<file path="src/rtl/s820_bist_pkg.sv">
// Shared types, widths and polynomial taps for the s820 BIST sequencer.
package s820_bist_pkg;

  localparam int PI_W   = 17;
  localparam int PO_W   = 19;
  localparam int CNT_W  = 16;
  localparam int RCNT_W = 4;

  // LFSR x^17 + x^14 + 1: feedback from bits 16 and 13, shifted in at bit 0.
  localparam int LFSR_TAP_A = 16;
  localparam int LFSR_TAP_B = 13;

  // MISR x^19 + x^5 + x^2 + x + 1: feedback from bits 18, 4, 1, 0.
  localparam logic [PO_W-1:0] MISR_TAPS = 19'h40013;

  // Core PO to MISR bit mapping.
  localparam int PO_G288 = 0;
  localparam int PO_G290 = 1;
  localparam int PO_G292 = 2;
  localparam int PO_G296 = 3;
  localparam int PO_G298 = 4;
  localparam int PO_G300 = 5;
  localparam int PO_G302 = 6;
  localparam int PO_G310 = 7;
  localparam int PO_G312 = 8;
  localparam int PO_G315 = 9;
  localparam int PO_G322 = 10;
  localparam int PO_G325 = 11;
  localparam int PO_G327 = 12;
  localparam int PO_G43  = 13;
  localparam int PO_G45  = 14;
  localparam int PO_G47  = 15;
  localparam int PO_G49  = 16;
  localparam int PO_G53  = 17;
  localparam int PO_G55  = 18;

  typedef enum logic [2:0] {
    ST_IDLE    = 3'd0,
    ST_RST_CUT = 3'd1,
    ST_RUN     = 3'd2,
    ST_SIGN    = 3'd3,
    ST_DONE    = 3'd4
  } state_t;

  function automatic logic [PI_W-1:0] lfsr_next(input logic [PI_W-1:0] v);
    return {v[PI_W-2:0], v[LFSR_TAP_A] ^ v[LFSR_TAP_B]};
  endfunction

  function automatic logic [PO_W-1:0] misr_next(input logic [PO_W-1:0] m,
                                                input logic [PO_W-1:0] d);
    logic fb;
    fb = ^(m & MISR_TAPS);
    return {m[PO_W-2:0], fb} ^ d;
  endfunction

endpackage

</file>
<file path="src/rtl/s820_bist_ctrl_if.sv">
// Bundle between the chip test controller / s820 core and the BIST sequencer.
// master = test controller plus core side, slave = BIST sequencer.
interface s820_bist_ctrl_if;
  import s820_bist_pkg::*;

  logic            start;
  logic            abort;
  logic [PI_W-1:0] cut_pi;
  logic            cut_rst;
  logic [PO_W-1:0] cut_po;
  logic            busy;
  logic            done;
  logic            pass;
  logic [PO_W-1:0] signature;

  modport master (
    output start, abort, cut_po,
    input  cut_pi, cut_rst, busy, done, pass, signature
  );

  modport slave (
    input  start, abort, cut_po,
    output cut_pi, cut_rst, busy, done, pass, signature
  );

endinterface

</file>
<file path="src/rtl/s820_bist_misr.sv">
// Multiple-input signature register compacting the core responses.
// clr has priority over en so a fresh run always starts from zero.
module s820_bist_misr
  import s820_bist_pkg::*;
(
  input  logic            clk,
  input  logic            rst_b,
  input  logic            en,
  input  logic            clr,
  input  logic [PO_W-1:0] data,
  output logic [PO_W-1:0] sig
);

  logic [PO_W-1:0] misr_q;

  // Signature register: sync clear, otherwise fold one response per enabled edge.
  always_ff @(posedge clk) begin
    if (!rst_b) begin
      misr_q <= '0;
    end else if (clr) begin
      misr_q <= '0;
    end else if (en) begin
      misr_q <= misr_next(misr_q, data);
    end
  end

  assign sig = misr_q;

endmodule

</file>
<file path="src/rtl/s820_bist_ctrl.sv">
// BIST sequencer for the s820 core: clear core state, apply N_PAT LFSR
// vectors, compact responses in a MISR and compare against GOLDEN.
//
// state      | meaning
// -----------+-----------------------------------------------------------
// ST_IDLE    | waiting for start, core inputs parked on the LFSR seed
// ST_RST_CUT | G18 held high for RST_CYC cycles to clear the core flops
// ST_RUN     | one vector per cycle, response captured at the retiring edge
// ST_SIGN    | one cycle to register the signature compare
// ST_DONE    | result held until the next start
module s820_bist_ctrl
  import s820_bist_pkg::*;
#(
  parameter int unsigned      N_PAT   = 1024,
  parameter int unsigned      RST_CYC = 2,
  parameter logic [PI_W-1:0]  SEED    = 17'h00001,
  parameter logic [PO_W-1:0]  GOLDEN  = 19'h00000
) (
  input  logic            CK,
  input  logic            RSTN,
  s820_bist_ctrl_if.slave bus
);

  // An all-zero LFSR would lock up, so a zero seed falls back to 1.
  localparam logic [PI_W-1:0]   SEED_EFF = (SEED == '0) ? PI_W'(1) : SEED;
  localparam logic [CNT_W-1:0]  PAT_LAST = CNT_W'(N_PAT - 1);
  localparam logic [RCNT_W-1:0] RST_LAST = RCNT_W'(RST_CYC - 1);

  state_t            state_q;
  state_t            state_d;
  logic [PI_W-1:0]   lfsr_q;
  logic [CNT_W-1:0]  pat_cnt_q;
  logic [RCNT_W-1:0] rst_cnt_q;
  logic              pass_q;
  logic [PO_W-1:0]   misr_sig;

  logic              run_load;
  logic              rst_dec;
  logic              vec_step;
  logic              pass_upd;
  logic              pass_clr;

  // State register.
  always_ff @(posedge CK) begin
    if (!RSTN) begin
      state_q <= ST_IDLE;
    end else begin
      state_q <= state_d;
    end
  end

  // Next-state and datapath control; abort beats any busy-state transition.
  always_comb begin
    state_d  = state_q;
    run_load = 1'b0;
    rst_dec  = 1'b0;
    vec_step = 1'b0;
    pass_upd = 1'b0;
    pass_clr = 1'b0;
    unique case (state_q)
      ST_IDLE, ST_DONE: begin
        if (bus.start) begin
          state_d  = ST_RST_CUT;
          run_load = 1'b1;
          pass_clr = 1'b1;
        end
      end
      ST_RST_CUT: begin
        if (bus.abort) begin
          state_d  = ST_IDLE;
          pass_clr = 1'b1;
        end else if (rst_cnt_q == '0) begin
          state_d = ST_RUN;
        end else begin
          rst_dec = 1'b1;
        end
      end
      ST_RUN: begin
        if (bus.abort) begin
          state_d  = ST_IDLE;
          pass_clr = 1'b1;
        end else begin
          vec_step = 1'b1;
          if (pat_cnt_q == PAT_LAST) begin
            state_d = ST_SIGN;
          end
        end
      end
      ST_SIGN: begin
        if (bus.abort) begin
          state_d  = ST_IDLE;
          pass_clr = 1'b1;
        end else begin
          state_d  = ST_DONE;
          pass_upd = 1'b1;
        end
      end
      default: begin
        state_d  = ST_IDLE;
        pass_clr = 1'b1;
      end
    endcase
  end

  // Pattern generator: reloaded on start, advanced once per applied vector.
  always_ff @(posedge CK) begin
    if (!RSTN) begin
      lfsr_q <= SEED_EFF;
    end else if (run_load) begin
      lfsr_q <= SEED_EFF;
    end else if (vec_step) begin
      lfsr_q <= lfsr_next(lfsr_q);
    end
  end

  // Applied-vector counter; its terminal value marks the last capture.
  always_ff @(posedge CK) begin
    if (!RSTN) begin
      pat_cnt_q <= '0;
    end else if (run_load) begin
      pat_cnt_q <= '0;
    end else if (vec_step) begin
      pat_cnt_q <= pat_cnt_q + CNT_W'(1);
    end
  end

  // Core-clear down-counter; reaching zero ends the G18 pulse.
  always_ff @(posedge CK) begin
    if (!RSTN) begin
      rst_cnt_q <= '0;
    end else if (run_load) begin
      rst_cnt_q <= RST_LAST;
    end else if (rst_dec) begin
      rst_cnt_q <= rst_cnt_q - RCNT_W'(1);
    end
  end

  // Pass flag: set from the final signature, cleared on start or abort.
  always_ff @(posedge CK) begin
    if (!RSTN) begin
      pass_q <= 1'b0;
    end else if (pass_clr) begin
      pass_q <= 1'b0;
    end else if (pass_upd) begin
      pass_q <= (misr_sig == GOLDEN);
    end
  end

  // The MISR only folds while vectors are being retired, so an abort freezes it.
  s820_bist_misr u_misr (
    .clk   (CK),
    .rst_b (RSTN),
    .en    (vec_step),
    .clr   (run_load),
    .data  (bus.cut_po),
    .sig   (misr_sig)
  );

  assign bus.cut_pi    = lfsr_q;
  assign bus.cut_rst   = (state_q == ST_RST_CUT);
  assign bus.busy      = (state_q == ST_RST_CUT) || (state_q == ST_RUN) ||
                         (state_q == ST_SIGN);
  assign bus.done      = (state_q == ST_DONE);
  assign bus.pass      = pass_q;
  assign bus.signature = misr_sig;

endmodule
</file>
<file path="src/flat_wrapper.sv">
// flat-port wrapper written by rule: the top's interface ports become plain ports
module s820_bist_ctrl_flat import s820_bist_pkg::*;
#(
  parameter int unsigned      N_PAT   = 1024,
  parameter int unsigned      RST_CYC = 2,
  parameter logic [PI_W-1:0]  SEED    = 17'h00001,
  parameter logic [PO_W-1:0]  GOLDEN  = 19'h00000
)
  (CK, RSTN, bus_start, bus_abort, bus_cut_po, bus_cut_pi, bus_cut_rst, bus_busy, bus_done, bus_pass, bus_signature);
  s820_bist_ctrl_if bus_i ();
  input  logic CK;
  input  logic RSTN;
  input wire logic [$bits(bus_i.start)-1:0] bus_start;
  input wire logic [$bits(bus_i.abort)-1:0] bus_abort;
  input wire logic [$bits(bus_i.cut_po)-1:0] bus_cut_po;
  output wire logic [$bits(bus_i.cut_pi)-1:0] bus_cut_pi;
  output wire logic [$bits(bus_i.cut_rst)-1:0] bus_cut_rst;
  output wire logic [$bits(bus_i.busy)-1:0] bus_busy;
  output wire logic [$bits(bus_i.done)-1:0] bus_done;
  output wire logic [$bits(bus_i.pass)-1:0] bus_pass;
  output wire logic [$bits(bus_i.signature)-1:0] bus_signature;
  assign bus_i.start = bus_start;
  assign bus_i.abort = bus_abort;
  assign bus_i.cut_po = bus_cut_po;
  assign bus_cut_pi = bus_i.cut_pi;
  assign bus_cut_rst = bus_i.cut_rst;
  assign bus_busy = bus_i.busy;
  assign bus_done = bus_i.done;
  assign bus_pass = bus_i.pass;
  assign bus_signature = bus_i.signature;
  s820_bist_ctrl #(.N_PAT(N_PAT), .RST_CYC(RST_CYC), .SEED(SEED), .GOLDEN(GOLDEN)) u_core (.CK(CK), .RSTN(RSTN), .bus(bus_i));
endmodule
</file>
<file path="config.mk">
export PLATFORM = sky130hd
export DESIGN_NAME = s820_bist_ctrl_flat
export DESIGN_NICKNAME = d
export VERILOG_FILES = /design/src/rtl/s820_bist_pkg.sv /design/src/rtl/s820_bist_ctrl_if.sv /design/src/rtl/s820_bist_misr.sv /design/src/rtl/s820_bist_ctrl.sv /design/src/flat_wrapper.sv
export SDC_FILE = /design/constraint.sdc
export NUM_CORES = 1
export LEC_CHECK = 0
export CORE_MARGIN = 1
export CORE_UTILIZATION = 40
export CTS_BUF_LIST = sky130_fd_sc_hd__clkbuf_2
export DETAILED_ROUTE_END_ITERATION = 6
export GPL_TIMING_DRIVEN = 0
export PLACE_DENSITY = 0.69
export SLEW_MARGIN = 30
export SYNTH_ARGS = -nofsm -noshare
export SYNTH_HDL_FRONTEND = slang
export SYNTH_HIERARCHICAL = 1
export SYNTH_SLANG_ARGS = --single-unit
</file>
<file path="constraint.sdc">
create_clock -name CK -period 2.32 [get_ports CK]
set_input_delay 0.464 -clock CK [delete_from_list [all_inputs] [get_ports CK]]
set_output_delay 0.464 -clock CK [all_outputs]
set_load 0.01 [all_outputs]
</file>
==> results of run 1 <==
[repair_timing]
| action | in CTS | in global routing |
|---|---|---|
| endpoints found under the setup margin | 20 | 13 |
| gates cloned | 0 | 0 |
| gates resized for setup | 5 | 10 |
[cells in the final DEF, fill, tap and decap left out, drive strengths merged, types with 2 or more instances in the layout]
cell           instances
o21ai                  9
inv                    7
clkdlybuf4s50         61
nand3                  8
a21oi                 25
clkinv                 4
or2b                   2
and2                   3
or3                    7
or4                    3
and4                   2
buf                    6
ha                     2
dfxtp                 60
nand2b                 2
nand2                 42
nor3                   7
nor4                   5
a211oi                20
nor2                  35
clkbuf                19
nand4                  6
xnor2                 27
xor2                   7
[state kept, by name, summed over array words and instances (netlist names)]
| register | cells |
|---|---|
| u_core/u_misr/sig | 19 |
| u_core/bus.cut_pi | 17 |
| u_core/pat_cnt_q | 16 |
| u_core/rst_cnt_q | 4 |
| u_core/state_q | 3 |
| u_core/bus.pass | 1 |
[worst min-delay path, cell delays in order, from the launching register on]
cell and delay (ps):
dfxtp_1 350, nand2_1 50, a21oi_1 50
[metal layers]
| metal | GRT usage [%] | wire length (um) | vias up |
|---|---|---|---|
| met4 | 7.89 | 78 | 0 |
| met2 | 29.1 | 2680 | 45 |
| met5 | 0 | 0 | - |
| met1 | 23.7 | 2880 | 1056 |
| met3 | 7.14 | 320 | 8 |
| li1 | - | - | 1197 |
[metrics by stage]
step / power [W] / hold slack, ps / cells
after floorplan: 0.00116 / 458 / 304
after global placement: 0.00123 / 451 / 441
after detailed placement: 0.00124 / 455 / 441
after CTS: 0.00186 / 473 / 456
after global routing: 0.00194 / 474 / 456
final: 0.00185 / 472 / 456
[worst max-delay path by stage]
stage,from,endpoint,slack [ps],depth (start not counted)
final,bus_abort,u_core/pat_cnt_q[15],70,6
after global routing,u_core/state_q[1],bus_done,3,4
after CTS,u_core/state_q[2],u_core/u_misr/sig[14],5,8
after detailed placement,bus_abort,u_core/u_misr/sig[4],-920,8
after global placement,bus_abort,u_core/u_misr/sig[5],-880,8
after floorplan,bus_abort,u_core/u_misr/sig[10],60,7
[power breakdown]
part | leakage, nW | switching (W) | total [W] | internal, W
registers | 0.486 | 0.0000105 | 0.00105 | 0.00104
clock network | 0.0715 | 0.000388 | 0.000632 | 0.000244
logic | 0.572 | 0.0000803 | 0.000166 | 0.0000857
total | 1.13 | 0.000479 | 0.00185 | 0.00137
[cell type report]
cell class	instances	area [um^2]
fill	585	2640
buffer	15	72.6
clock inverter	5	53.8
multi-input combinational	222	1290
timing repair buffer	62	623
sequential	60	1210
inverter	7	26.3
tap	75	93.8
clock buffer	10	50.0
[kinds of logic (layout without fill, tap and decap cells)]
family	after synthesis	in the layout	share of synthesized area, %
and+or+nand+nor	128	128	23.9
DFF	60	60	46.6
AOI/OAI and AO/OA	58	58	13.6
xor gates and xnor gates	34	34	11.5
buffers and inverters	22	99	3.39
adders and majority gates	2	2	0.970
==> impl_metrics.json, run 1 <==
{
  "status": "finished clean",
  "worst-endpoint-required_ps": 2760,
  "syn_inst": 304,
  "antenna_cells": 0,
  "syn_to_final_growth_pct": 32.6,
  "drt_iter0_markers": 157,
  "path_class": "in2reg",
  "clk_path_buf_depth": 2,
  "synthTopCellsByCount": "dfxtp_1, nand2_1, nor2_1",
  "syn_nets": 329,
  "cts_setup_buffers": 0,
  "powerDensity_nw_per_um2": 541,
  "place.gp.congestion": 0.766,
  "placed_area_um2": 3290,
  "nets": 402,
  "setup_slack_ps": 66.9,
  "clock_sinks": 60,
  "finalSetupViolCount": 0,
  "die-width_um": 82.3,
  "hold_violations": 0,
  "grt_pass1_wl_um": 9500,
  "yosysMostFrequentCell": "dfxtp_1",
  "seq_area_frac_synth_pct": 46.6,
  "synth_area_um2": 2580,
  "worstHoldPathCells": 2,
  "slew_violations": 0,
  "drt_pass1_iterations": 4,
  "vdd_drop_max_mv": 0.296,
  "die_y_um": 82.3,
  "crit_chain": "clkdlybuf4s50_1, or4b_1, buf_2, or4_4, or3_1, a21oi_1",
  "postRouteAntennaNets": 0,
  "tightestPinTransition_ps": 559,
  "min_from": "u_core/bus.pass",
  "r2r-start": "u_core/state_q[0]",
  "io_pins": 63,
  "vias_per_cell": 5.06,
  "drive_gt1_share_pct": 8.14,
  "clock_latency_ps": 500,
  "synth.ff_latch_count": 60,
  "maxCapViolations": 0,
  "cellLeakagePower_nw": 1.13,
  "yosys_warnings": 6,
  "setup_tns_ps": 0,
  "rr_worst_depth": 5,
  "cp-start-kind": "input port",
  "netlist-cell-type-count": 35,
  "cp.arrival_ps": 2700,
  "worstPathMaxFanout": 9,
  "cts_inserted_buffers": 9,
  "core_um2": 6060,
  "r2r-end": "u_core/pat_cnt_q[15]",
  "first_global_vias": 2052,
  "wl_um": 5970,
  "critPathTopFamily": "simple AND/OR/NAND/NOR gates",
  "finalCritPeriodShare_pct": 97.1,
  "slowest_delay_ps": 580,
  "grt_use_total_pct": 19.0,
  "synth_flop_cell": "dfxtp_1",
  "slew_headroom_pct": 62.7,
  "cts_tree": "done",
  "fmax_ghz": 0.444,
  "worstHoldEndpoint": "u_core/bus.pass",
  "routedWlPerCell_um": 13.1,
  "vias": 2306,
  "finalClockSkew_ps": 20.0,
  "finalInstanceArea_um2": 3420,
  "fin_util_pct": 56.4,
  "synth-edff-count": 0,
  "path_buf_inv": 2,
  "synth-async-reset-ratio_pct": 0,
  "rsz0062_at_grt": "false",
  "synth.avg_cell_area_um2": 8.49,
  "pre_cts_ws_ps": -920,
  "holdBufCountCts": 0,
  "antenna_found_initial": 0,
  "synth_top_area_share_pct": 46.6,
  "cts_root_buffer": "clkbuf_2",
  "hold_class": "reg2reg",
  "rows": 28,
  "grt_max_degree": 12,
  "end_kind": "flip-flop",
  "io_buffers": 62,
  "initial_core_util_pct": 42.6,
  "synth_area_leader_cell": "dfxtp_1",
  "remaining_drc_errors": 0,
  "regToRegSetupSlack_ps": 80,
  "clk_pin_slew_worst_paths_ps": 180,
  "dieArea_um2": 6770,
  "slowest_stage": "or4_4",
  "grt_overflow": 0,
  "synth_area_leaders": "dfxtp_1, xnor2_1, nand2_1",
  "htree_levels": 3,
  "period_minus_slack_ps": 2250,
  "hpwl_um": 4130
}
(Power assumes the default switching activity.)
==> run 2, diff against run 1 <==
- HOLD_SLACK_MARGIN: not set -> 0.02
==> results of run 2 <==
Same layout as run 1: the final DEF is identical, and so are final timing and power.
==> run 3, diff against run 2 <==
--- a/config.mk
+++ b/config.mk
@@ -13,3 +13,3 @@
 export HOLD_SLACK_MARGIN = 0.02
-export PLACE_DENSITY = 0.69
+export PLACE_DENSITY = 0.79
 export SLEW_MARGIN = 30
--- a/constraint.sdc
+++ b/constraint.sdc
@@ -3,2 +3,2 @@
 set_output_delay 0.464 -clock CK [all_outputs]
-set_load 0.01 [all_outputs]
+set_load 0.02 [all_outputs]
==> run 3 against run 2 <==
Effect of this change:
- via count grew 0.91%
- register-to-register slack gained 30 ps
- sequential share of layout area shrank 0.077 points
- clock power shrank 3.5%
- sequential cell count is the same
- wire length shrank 4.4%
- setup slack lost 4.6 ps
- fmax shrank 0.20%
- largest power group unchanged
==> impl_metrics.json, run 3 (synthesis results as in run 1) <==
{
  "drt_iter0_markers": 162,
  "layout_commonest_cell": "clkdlybuf4s50_1",
  "tightestPinTransition_ps": 513,
  "cts_inserted_buffers": 9,
  "fin_util_pct": 56.6,
  "worst-endpoint-required_ps": 2710,
  "initial_core_util_pct": 42.6,
  "first_global_vias": 2167,
  "finalCritPeriodShare_pct": 97.3,
  "dieArea_um2": 6770,
  "vdd_drop_max_mv": 0.274,
  "grt_use_total_pct": 18.7,
  "slew_violations": 0,
  "cts_root_buffer": "clkbuf_2",
  "largest_register_ffs": 19,
  "remaining_drc_errors": 0,
  "worstPathMaxFanout": 9,
  "status": "finished clean",
  "cellLeakagePower_nw": 1.14,
  "drt_pass1_iterations": 4,
  "grt_overflow": 0,
  "clk_path_buf_depth": 2,
  "nets": 402,
  "end_kind": "flip-flop",
  "finalClockSkew_ps": 24.2,
  "cts_tree": "done",
  "path_class": "in2reg",
  "cp.arrival_ps": 2650,
  "setup_tns_ps": 0,
  "antenna_found_initial": 0,
  "maxCapViolations": 0,
  "n_fill_cell": 556,
  "grt_pass1_wl_um": 9580,
  "vias_per_cell": 5.09,
  "cts_setup_buffers": 0,
  "htree_levels": 3,
  "worstHoldPathCells": 2,
  "clk_pin_slew_worst_paths_ps": 160,
  "hpwl_um": 4060,
  "hold_class": "reg2reg",
  "antenna_cells": 0,
  "seq_area_um2": 1210,
  "rsz0062_at_grt": "false",
  "clock_latency_ps": 480,
  "period_minus_slack_ps": 2260,
  "die_y_um": 82.3,
  "hold_violations": 0,
  "clock_sinks": 60,
  "holdBufCountCts": 0,
  "wl_um": 5700,
  "fmax_ghz": 0.443,
  "syn_to_final_growth_pct": 32.9,
  "place.gp.congestion": 0.762,
  "multi_input_area_um2": 1300,
  "drive_gt1_share_pct": 8.12,
  "grt_max_degree": 12,
  "postRouteAntennaNets": 0,
  "die-width_um": 82.3,
  "vias": 2327,
  "io_buffers": 62,
  "rr_worst_depth": 5,
  "io_pins": 63,
  "cp-start-kind": "input port",
  "slew_headroom_pct": 65.3,
  "powerDensity_nw_per_um2": 534,
  "rows": 28,
  "layout_common_cells": "clkdlybuf4s50_1, dfxtp_1, nand2_1",
  "core_um2": 6060,
  "finalSetupViolCount": 0,
  "routedWlPerCell_um": 12.5
}
[run 3: timing repair]
| action | in CTS | in global routing |
|---|---|---|
| setup endpoints to repair | 21 | 17 |
| pin swaps | 0 | 1 |
| gates resized for setup | 6 | 14 |
[run 3: critical path: stages]
cell             delay, ps
clkdlybuf4s50_1        470
or4b_4                 510
buf_6                  150
or4_4                  570
or3_1                  360
a21oi_1                120
[run 3: report_power, final]
part / internal, W / switching (W) / total, W
clock network: 0.000262 / 0.000348 / 0.000610
registers: 0.00104 / 0.0000107 / 0.00105
logic: 0.0000857 / 0.0000840 / 0.000170
[run 3: final cells by class]
class / instances / area share (%)
multi-input combinational: 222 / 37.8
sequential: 60 / 35.2
timing repair buffer: 62 / 18.1
tap: 75 / 2.74
buffer: 15 / 2.30
clock buffer: 13 / 1.90
clock inverter: 3 / 1.09
inverter: 7 / 0.766
[run 3: metrics by stage]
step	cells	power (W)	setup WS [ps]	cell area (um^2)	hold slack, ps
after floorplan	304	0.00116	62.8	2580	458
after global placement	441	0.00124	-860	3290	451
after detailed placement	441	0.00124	-896	3290	459
after CTS	457	0.00185	24.8	3400	478
after global routing	457	0.00192	4.86	3430	498
final	457	0.00183	62.3	3430	471
[run 3: path summary, 6_finish.rpt]
check / slack, ps / from / to
hold / removal: 470 / u_core/bus.cut_pi[10] / u_core/bus.cut_pi[11]
hold reg to reg: 470 / u_core/bus.cut_pi[10] / u_core/bus.cut_pi[11]
setup / recovery: 60 / bus_abort / u_core/pat_cnt_q[15]
setup reg to reg: 110 / u_core/state_q[0] / u_core/pat_cnt_q[15]
[run 3: per-layer routing]
metal  up-vias  routed length, um  global-route usage [%]
li1       1201                  -                       -
met1      1054               2530                    22.5
met2        58               2720                    30.0
met3        14                327                    5.93
met4         0                125                    9.47
met5         -                  0                       0
